$ cat src/rtl/reg_file_pkg.sv
// Shared widths, word/address types and the write-address decoder for reg_file.
// Latency: n/a (declarations and a pure combinational helper only).
// Backpressure: none; consumers are the register file interface and top.
package reg_file_pkg;

   localparam int DATA_W   = 32;
   localparam int ADDR_W   = 5;
   localparam int NUM_REGS = 32;

   typedef logic [DATA_W-1:0] data_t;
   typedef logic [ADDR_W-1:0] addr_t;

   // One-hot decode of a write address over R1..R31 only; address 0 decodes
   // to all zeros, which is what keeps R0 permanently unwritable.
   function automatic logic [NUM_REGS-1:1] decode_wr(input addr_t a);
      logic [NUM_REGS-1:1] res;
      res = '0;
      for (int i = 1; i < NUM_REGS; i++) begin
         res[i] = (a == addr_t'(i));
      end
      return res;
   endfunction

endpackage

$ cat src/rtl/reg_file_if.sv
// Read/write bus of the register file: two read ports and one write port.
// Latency: reads are combinational, writes land on the rising clock edge.
// Backpressure: none; every write with WrEn=1 is accepted on its edge.
interface reg_file_if;
   import reg_file_pkg::*;

   addr_t Ard1;
   addr_t Ard2;
   addr_t Awr;
   data_t Din;
   logic  WrEn;
   data_t Dout1;
   data_t Dout2;

   modport master (
      output Ard1, Ard2, Awr, Din, WrEn,
      input  Dout1, Dout2
   );

   modport slave (
      input  Ard1, Ard2, Awr, Din, WrEn,
      output Dout1, Dout2
   );

endinterface

$ cat src/rtl/reg_file_reg32.sv
// Single 32-bit storage register with load enable and synchronous clear.
// Latency: D captured on the rising edge when WE=1; Q is the registered value.
// Backpressure: none; clear wins over load on the same edge.
module reg32
   import reg_file_pkg::*;
(
   input  logic  i_clk,
   input  logic  i_rst_n,
   input  logic  i_we,
   input  data_t i_d,
   output data_t o_q
);

   data_t r_q;

   // Synchronous active-low clear has priority, so a write coinciding with reset is dropped.
   always_ff @(posedge i_clk) begin
      if (!i_rst_n) begin
         r_q <= '0;
      end else if (i_we) begin
         r_q <= i_d;
      end
   end

   assign o_q = r_q;

endmodule

$ cat src/rtl/reg_file.sv
// 32x32 register file, R0 hard-wired to zero, two combinational read ports.
// Latency: write visible on reads right after its edge; reads are zero-cycle.
// Backpressure: none. Define REG_FILE_BYPASS_EN to forward Din to a read
// port that addresses the register currently being written.
module reg_file
   import reg_file_pkg::*;
(
   input  logic      i_clk,
   input  logic      i_rst_n,
   reg_file_if.slave bus
);

   logic [NUM_REGS-1:1] w_we;
   data_t               w_q [NUM_REGS];
   data_t               w_rd1;
   data_t               w_rd2;

   // Per-register write strobes; the decoder never selects R0.
   assign w_we = decode_wr(bus.Awr) & {(NUM_REGS-1){bus.WrEn}};

   // R0 is a constant rather than storage.
   assign w_q[0] = '0;

   for (genvar g = 1; g < NUM_REGS; g++) begin : g_regs
      reg32 u_reg (
         .i_clk   (i_clk),
         .i_rst_n (i_rst_n),
         .i_we    (w_we[g]),
         .i_d     (bus.Din),
         .o_q     (w_q[g])
      );
   end

   // Read port 1: 32:1 mux over stored values, optionally overridden by the in-flight write.
   always_comb begin
      w_rd1 = w_q[bus.Ard1];
`ifdef REG_FILE_BYPASS_EN
      if (bus.WrEn && (bus.Awr != '0) && (bus.Awr == bus.Ard1)) begin
         w_rd1 = bus.Din;
      end
`endif
   end

   // Read port 2: identical, independent mux.
   always_comb begin
      w_rd2 = w_q[bus.Ard2];
`ifdef REG_FILE_BYPASS_EN
      if (bus.WrEn && (bus.Awr != '0) && (bus.Awr == bus.Ard2)) begin
         w_rd2 = bus.Din;
      end
`endif
   end

   assign bus.Dout1 = w_rd1;
   assign bus.Dout2 = w_rd2;

endmodule

$ cat src/flat_wrapper.sv
// flat-port wrapper written by rule: the top's interface ports become plain ports
module reg_file_flat import reg_file_pkg::*;
  (i_clk, i_rst_n, bus_Ard1, bus_Ard2, bus_Awr, bus_Din, bus_WrEn, bus_Dout1, bus_Dout2);
  reg_file_if bus_i ();
  input  logic i_clk;
  input  logic i_rst_n;
  input wire logic [$bits(bus_i.Ard1)-1:0] bus_Ard1;
  input wire logic [$bits(bus_i.Ard2)-1:0] bus_Ard2;
  input wire logic [$bits(bus_i.Awr)-1:0] bus_Awr;
  input wire logic [$bits(bus_i.Din)-1:0] bus_Din;
  input wire logic [$bits(bus_i.WrEn)-1:0] bus_WrEn;
  output wire logic [$bits(bus_i.Dout1)-1:0] bus_Dout1;
  output wire logic [$bits(bus_i.Dout2)-1:0] bus_Dout2;
  assign bus_i.Ard1 = bus_Ard1;
  assign bus_i.Ard2 = bus_Ard2;
  assign bus_i.Awr = bus_Awr;
  assign bus_i.Din = bus_Din;
  assign bus_i.WrEn = bus_WrEn;
  assign bus_Dout1 = bus_i.Dout1;
  assign bus_Dout2 = bus_i.Dout2;
  reg_file u_core (.i_clk(i_clk), .i_rst_n(i_rst_n), .bus(bus_i));
endmodule
$ cat config.mk
export PLATFORM = sky130hd
export DESIGN_NAME = reg_file_flat
export DESIGN_NICKNAME = d
export VERILOG_FILES = /design/src/rtl/reg_file_pkg.sv /design/src/rtl/reg_file_if.sv /design/src/rtl/reg_file_reg32.sv /design/src/rtl/reg_file.sv /design/src/flat_wrapper.sv
export SDC_FILE = /design/constraint.sdc
export NUM_CORES = 2
export LEC_CHECK = 0
export CORE_AREA = 2 2 311 313
export DETAILED_ROUTE_END_ITERATION = 12
export DIE_AREA = 0 0 313 315
export PLACE_DENSITY = 0.77
export SLEW_MARGIN = 20
export SYNTH_ARGS = -nofsm -noshare
export SYNTH_HDL_FRONTEND = slang
export SYNTH_SLANG_ARGS = --single-unit
export TNS_END_PERCENT = 50
$ cat constraint.sdc
create_clock -name i_clk -period 1.67 [get_ports i_clk]
set_input_delay 0.167 -clock i_clk [delete_from_list [all_inputs] [get_ports i_clk]]
set_output_delay 0.167 -clock i_clk [all_outputs]
set_load 0.01 [all_outputs]
=== Word-level counts from Yosys, hierarchy flattened ===
Cells that the tools add are included.

* Order comparisons: 2
* Eq/ne operators: 31
* Mux-type cells: 6
* Bitwise gates (word level): 3

{| class="wikitable"
|+ Operators by type and width
! cell !! number
|-
| 32-bit binary-select mux with 5-bit select || 2
|-
| 32-bit 2-to-1 mux || 4
|-
| 5-bit == test, second input constant || 16
|-
| 5-bit by 4-bit == test with 1-bit output, second input constant || 8
|-
| 31-bit bitwise AND || 1
|-
| 5-bit by 3-bit == test with 1-bit output, second input constant || 4
|-
| 6-bit greater-or-equal comparator, second input constant || 2
|-
| 5-bit inverter with 6-bit output || 2
|-
| 5-bit by 2-bit == test with 1-bit output, second input constant || 2
|-
| 5-bit by 1-bit == test with 1-bit output, second input constant || 1
|}

* Bits in registers: 992
* Input port bits: 50
* Output and inout bits: 64
* Word-level logic and storage cells: 73

=== Depth between registers and ports, before layout ===
* Depth after elaboration: 4
* Mapped depth: 9
* Depth with buffers taken out: 5

=== Hierarchy ===
Synthesis repeated with hierarchy kept, for this count alone.

* Cells, all modules: 4653
* Area, all modules: 54878.9 µm²

{| class="wikitable"
|+ Modules (own cells, without submodules)
! module !! times used !! cells an instance !! area each (µm²) !! seq. area each (µm²)
|-
| reg32 || 31 || 103 || 1243.7 || 640.6
|-
| reg_file || 1 || 1460 || 16324.4 || 0.0
|}

=== Least setup slack after synthesis ===
No wires, ideal clock.

* Path kind: input to output
* Start point: input bus_Ard1[1]
* End point: output bus_Dout1[10]
* Data arrival time: 1.578 ns
* Setup slack: -0.075 ns
* Stages: 7
* Path buffers: 2
* Path through: buf_2 > clkbuf_1 > mux2_2 > a221oi_1 > nor3_1 > a31oi_1 > nand3_1

* Word-level cells in the longest chain between the ends: 4

{| class="wikitable"
|+ RTL lines
! what !! line !! text
|-
| start: declaration || flat_wrapper.sv:7 || <nowiki>input wire logic [$bits(bus_i.Ard1)-1:0] bus_Ard1;</nowiki>
|-
| 5-bit inverter with 6-bit output (not written as such) || reg_file.sv:36 || <nowiki>w_rd1 = w_q[bus.Ard1];</nowiki>
|-
| 32-bit binary-select mux with 5-bit select || reg_file.sv:36 ||
|-
| 32-bit 2-to-1 mux (not written as such) (2 in series) || reg_file.sv:36 ||
|-
| end: declaration || flat_wrapper.sv:12 || <nowiki>output wire logic [$bits(bus_i.Dout1)-1:0] bus_Dout1;</nowiki>
|}

No other way between the ends. The select of a mux whose other input is x is not followed.

=== Final worst setup path ===
* Start point: register u_core.g_regs[6].u_reg.r_q[15]
* End point: output bus_Dout1[15]

* Word-level cells in the longest chain between the ends: 3

{| class="wikitable"
|+ RTL lines
! what !! line !! text
|-
| start: declaration || reg_file_reg32.sv:14 || <nowiki>data_t r_q;</nowiki>
|-
| start signal: assignment || reg_file_reg32.sv:21 || <nowiki>r_q <= i_d;</nowiki>
|-
| 32-bit binary-select mux with 5-bit select || reg_file.sv:36 ||
|-
| 32-bit 2-to-1 mux (not written as such) (2 in series) || reg_file.sv:36 ||
|}

No other way between the ends. The select of a mux whose other input is x is not followed.

==> out/results.txt <==
Across the run, the number of max-cap violations was 0. For the pin with the worst max-slew slack, the measured transition is 0.635 ns. For the initial antenna violation count, the log shows 3. The remaining design rule violation count is 0, and the initial detailed-routing violation count is 8,750. The run gives 30.2 mm as the sum of met3 wire segment lengths after detailed routing. Detailed-routed wire length on met2: 89.2 mm. The instance count of the mapped netlist is 6,580, and the maximum resistive drop on vdd is 853 µV. STA puts the critical path data required time at 1.50 ns. The checks that failed: setup timing.

The worst setup slack before clock tree synthesis was -1.15 ns. The share of post-route cells with drive strength above 1 was 19.5%. The type of the worst setup path is reg -> out. The sequential area share after synthesis is 36.8%. The number of flops mapped to enable cells by yosys was 0; the number of clock buffers inserted by TritonCTS was 102. On the final layout, the worst clock skew is 0 ns. The analysis attributes to cell leakage a power of 24.6 nW. The maximum number of pins on one net before global-route repair is 105. Of all nets on the critical path, the largest fanout is 3. The routed metal-1 wirelength was 74.0 mm. The number of distinct library cell variants in the gate-level netlist after synthesis was 33; the fraction of registers with async set/reset was 0%. The clock transition at the registers of the reported paths was 0.06 ns; the source-to-sink clock delay at the later pin of the worst-skew pair was 0.70 ns. The total area inside the core boundary comes to 0.0957 mm².

CTS saw 992 sinks. The tools report the final hold slack as 0.258 ns. Cell at the slowest stage of the critical path: sky130_fd_sc_hd__mux4_2. In this run the core area contains 114 standard-cell rows. After detailed routing, the total wire length is 208 mm. In the routed layout, each cell is associated on average with a via count of 6.70.

The slack of the critical path was -0.992 ns; the post-synthesis cell area was 0.0539 mm². The highest cell delay on the worst timing path works out to 0.49 ns. The tools report the end-of-flow core utilization as 69.7%. The die outline area is 0.0986 mm². Across all layers, the routed design uses 53,900 vias.

The area growth from synthesis to final layout came out at 23.7%. The number of buffers on the longest clock path is 3, and the post-layout minimum cycle time is 2.66 ns. After filler insertion, the fill cell instance count of the layout stands at 6,644.

Dividing total power by cell area gives a power density of 836 mW/mm². The wire length per cell works out to 25.8 µm. Measured along the x axis, the die boundary spans 313 µm. The tools report the highest achievable clock rate as 376 MHz. For the number of H-tree branching levels, the log shows 3. Fraction of the cycle the final worst path needs: 159%. The kind of cell with the highest combined delay along the critical path is multiplexers. The startpoint type of the worst setup path was a flip-flop. The number of nets in the finished design is 6,735, and the I/O pin count is 114.

HPWL after detailed placement: 126 mm. Adding up every negative setup slack in the final design gives -53.71 ns. The tools report the hold violation count in the final report as 0. The number of failing setup endpoints in the final timing report was 79; the count of buffers from port buffering was 113.

For the total congestion overflow after global routing, the log shows 0. Walking the worst path, the cells encountered are mux4_2, nor2b_2, nor3_2, a31oi_1, buf_4, nand3_2, buf_6. The relative max-transition margin came out at 57.7%.

Initial standard-cell utilization of the core: 56.3%. The class of the worst hold path was in -> reg. The flow ran to the end, but the final reports show violations.

The synthesis warning total is 0. The detail route stage leaves a number of antenna-violating nets equal to 0. The via count of the first global-routing pass is 51,400, and the number of buffers and inverters on the critical path is 2. The most used flip-flop cell after synthesis is sky130_fd_sc_hd__dfxtp_1. The number of nets in the synthesized netlist is 6,630. Data arrives at the worst endpoint at 2.50 ns. Overall die height: 315 µm. Before antenna repair, the detailed router went through 9 iterations. The register with the most flip-flops in the layout has 992 of them. The highest layer touched by signal routing is met5. Counting flops and latches in the post-synthesis netlist gives 992.

TritonCTS built the clock tree. The run gives 302 mm as the global-route wire length before repair. Setup repair after global routing could not meet its margin everywhere. The mean cell area of the mapped netlist was 8.20 µm². The congestion estimate from routability-driven global placement came to 0.987. The all-layer global routing usage is 39.4%. Kind of end point of the critical path: a primary output.

Clock tree synthesis selected as its root buffer the cell sky130_fd_sc_hd__clkbuf_16. The final max-slew violation count is 0.
per-stage QoR:
step                      std cells  area, µm²  power [mW]
after detailed placement       7863      60800        31.2
after floorplan                6580      53900        28.0
final                          8043      66700        55.8
after global routing           8043      66700        56.7
after CTS                      8032      65800        55.0
after global placement         7863      60800        31.1
synth_stat cells, types with 4 or more instances:
| library cell | instances | area [µm²] |
|---|---|---|
| sky130_fd_sc_hd__buf_1 | 6 | 22.5 |
| sky130_fd_sc_hd__nor4_4 | 4 | 85.1 |
| sky130_fd_sc_hd__mux4_2 | 64 | 1440 |
| sky130_fd_sc_hd__nor3_2 | 9 | 90.1 |
| sky130_fd_sc_hd__nor2b_1 | 74 | 463 |
| sky130_fd_sc_hd__a21boi_0 | 724 | 5440 |
| sky130_fd_sc_hd__nor2_1 | 12 | 45.0 |
| sky130_fd_sc_hd__dfxtp_1 | 992 | 19900 |
| sky130_fd_sc_hd__mux2i_1 | 768 | 7690 |
| sky130_fd_sc_hd__a22oi_1 | 256 | 1920 |
| sky130_fd_sc_hd__a31oi_1 | 64 | 400 |
| sky130_fd_sc_hd__clkbuf_1 | 365 | 1370 |
| sky130_fd_sc_hd__buf_4 | 53 | 398 |
| sky130_fd_sc_hd__nor3_1 | 65 | 325 |
| sky130_fd_sc_hd__nor2_2 | 12 | 75.1 |
| sky130_fd_sc_hd__nand2_1 | 2147 | 8060 |
| sky130_fd_sc_hd__a221oi_1 | 64 | 561 |
| sky130_fd_sc_hd__buf_2 | 225 | 1130 |
| sky130_fd_sc_hd__a21oi_1 | 128 | 641 |
| sky130_fd_sc_hd__mux2_2 | 64 | 721 |
| sky130_fd_sc_hd__nand3_1 | 192 | 961 |
| sky130_fd_sc_hd__a21boi_1 | 268 | 2010 |
| sky130_fd_sc_hd__nand2b_1 | 5 | 31.3 |
area by class of cell:
cell class	instances	area (µm²)	area share (%)
flip-flops and latches	992	20000	29.9
clock inverters	40	520	0.780
clock buffers	144	2950	4.42
multi-input cells	4937	33600	50.4
diodes	2	5.00	0.00750
repair buffers	652	8040	12.0
well taps	1276	1600	2.39
what timing repair did:
item                                   4_1_cts  5_1_grt
endpoints found under the hold margin       21        0
hold buffers                                 1        0
pin swaps                                   91       74
gates resized for setup                    626      171
setup endpoints to repair                  123      159
cloned                                       0        1
setup buffers                                7        8
cells in the final DEF (no fill, tap or decap), types with 20 or more instances in the layout:
cell type                            n
sky130_fd_sc_hd__dfxtp_2            80
sky130_fd_sc_hd__dfxtp_1           912
sky130_fd_sc_hd__nand3_2            32
sky130_fd_sc_hd__nor2b_2            43
sky130_fd_sc_hd__nand2_1          2137
sky130_fd_sc_hd__buf_12            221
sky130_fd_sc_hd__a221oi_4           29
sky130_fd_sc_hd__clkbuf_16         103
sky130_fd_sc_hd__a21boi_0          724
sky130_fd_sc_hd__a31oi_4            24
sky130_fd_sc_hd__a221oi_2           26
sky130_fd_sc_hd__nor2b_4            20
sky130_fd_sc_hd__clkdlybuf4s50_1    41
sky130_fd_sc_hd__a22oi_1           256
sky130_fd_sc_hd__nand3_4            26
sky130_fd_sc_hd__mux2i_1           768
sky130_fd_sc_hd__nor3_4             24
sky130_fd_sc_hd__a31oi_1            25
sky130_fd_sc_hd__a21oi_1           128
sky130_fd_sc_hd__mux2_2             46
sky130_fd_sc_hd__clkinv_2           20
sky130_fd_sc_hd__nand3_1           134
sky130_fd_sc_hd__buf_6              65
sky130_fd_sc_hd__nor3_2             48
sky130_fd_sc_hd__buf_4             310
sky130_fd_sc_hd__clkbuf_8           24
sky130_fd_sc_hd__mux4_2             64
sky130_fd_sc_hd__a21boi_1          268
worst paths after layout:
kind / from / end / slack, ns / depth (start not counted)
worst max-delay path: u_core.g_regs[6].u_reg.o_q[15] / bus_Dout1[15] / -0.99 / 7
worst min-delay path: bus_Din[20] / u_core.g_regs[15].u_reg.o_q[20] / 0.26 / 4
worst max register to register: u_core.g_regs[2].u_reg.o_q[24] / u_core.g_regs[2].u_reg.o_q[24] / 0.67 / 2
worst min register to register: u_core.g_regs[20].u_reg.o_q[19] / u_core.g_regs[20].u_reg.o_q[19] / 0.47 / 2
tightest hold or removal path, delay by kind of cell:
| kind | cells | cell delay (ns) |
|---|---|---|
| compound gates | 1 | 0.05 |
| simple gates | 1 | 0.08 |
| buf+inv | 2 | 0.64 |
layer usage:
metal | vias up | global-route usage, %
met1 | 25600 | 48.7
met5 | - | 0
met3 | 1137 | 13.1
met2 | 4330 | 59.7
li1 | 22800 | -
met4 | 2 | 23.2
kinds of logic (layout without fill, tap and decap cells):
| group | Yosys count | in the layout | synth area share (%) |
|---|---|---|---|
| and+or+nand+nor | 2537 | 2537 | 19.1 |
| AOI/OAI and AO/OA | 1504 | 1504 | 20.3 |
| DFF | 992 | 992 | 36.8 |
| muxes | 896 | 896 | 18.3 |
| buffers and inverters | 651 | 836 | 5.45 |
| other | 0 | 2 | 0 |
report_power, final:
part | leakage [nW] | internal [mW] | total [mW] | switching [mW]
clock network | 1.71 | 13.8 | 24.1 | 10.3
registers | 8.04 | 23.8 | 24.0 | 0.147
logic | 14.9 | 3.18 | 7.65 | 4.47
total | 24.6 | 40.9 | 55.8 | 14.9
(Power assumes the default switching activity.)
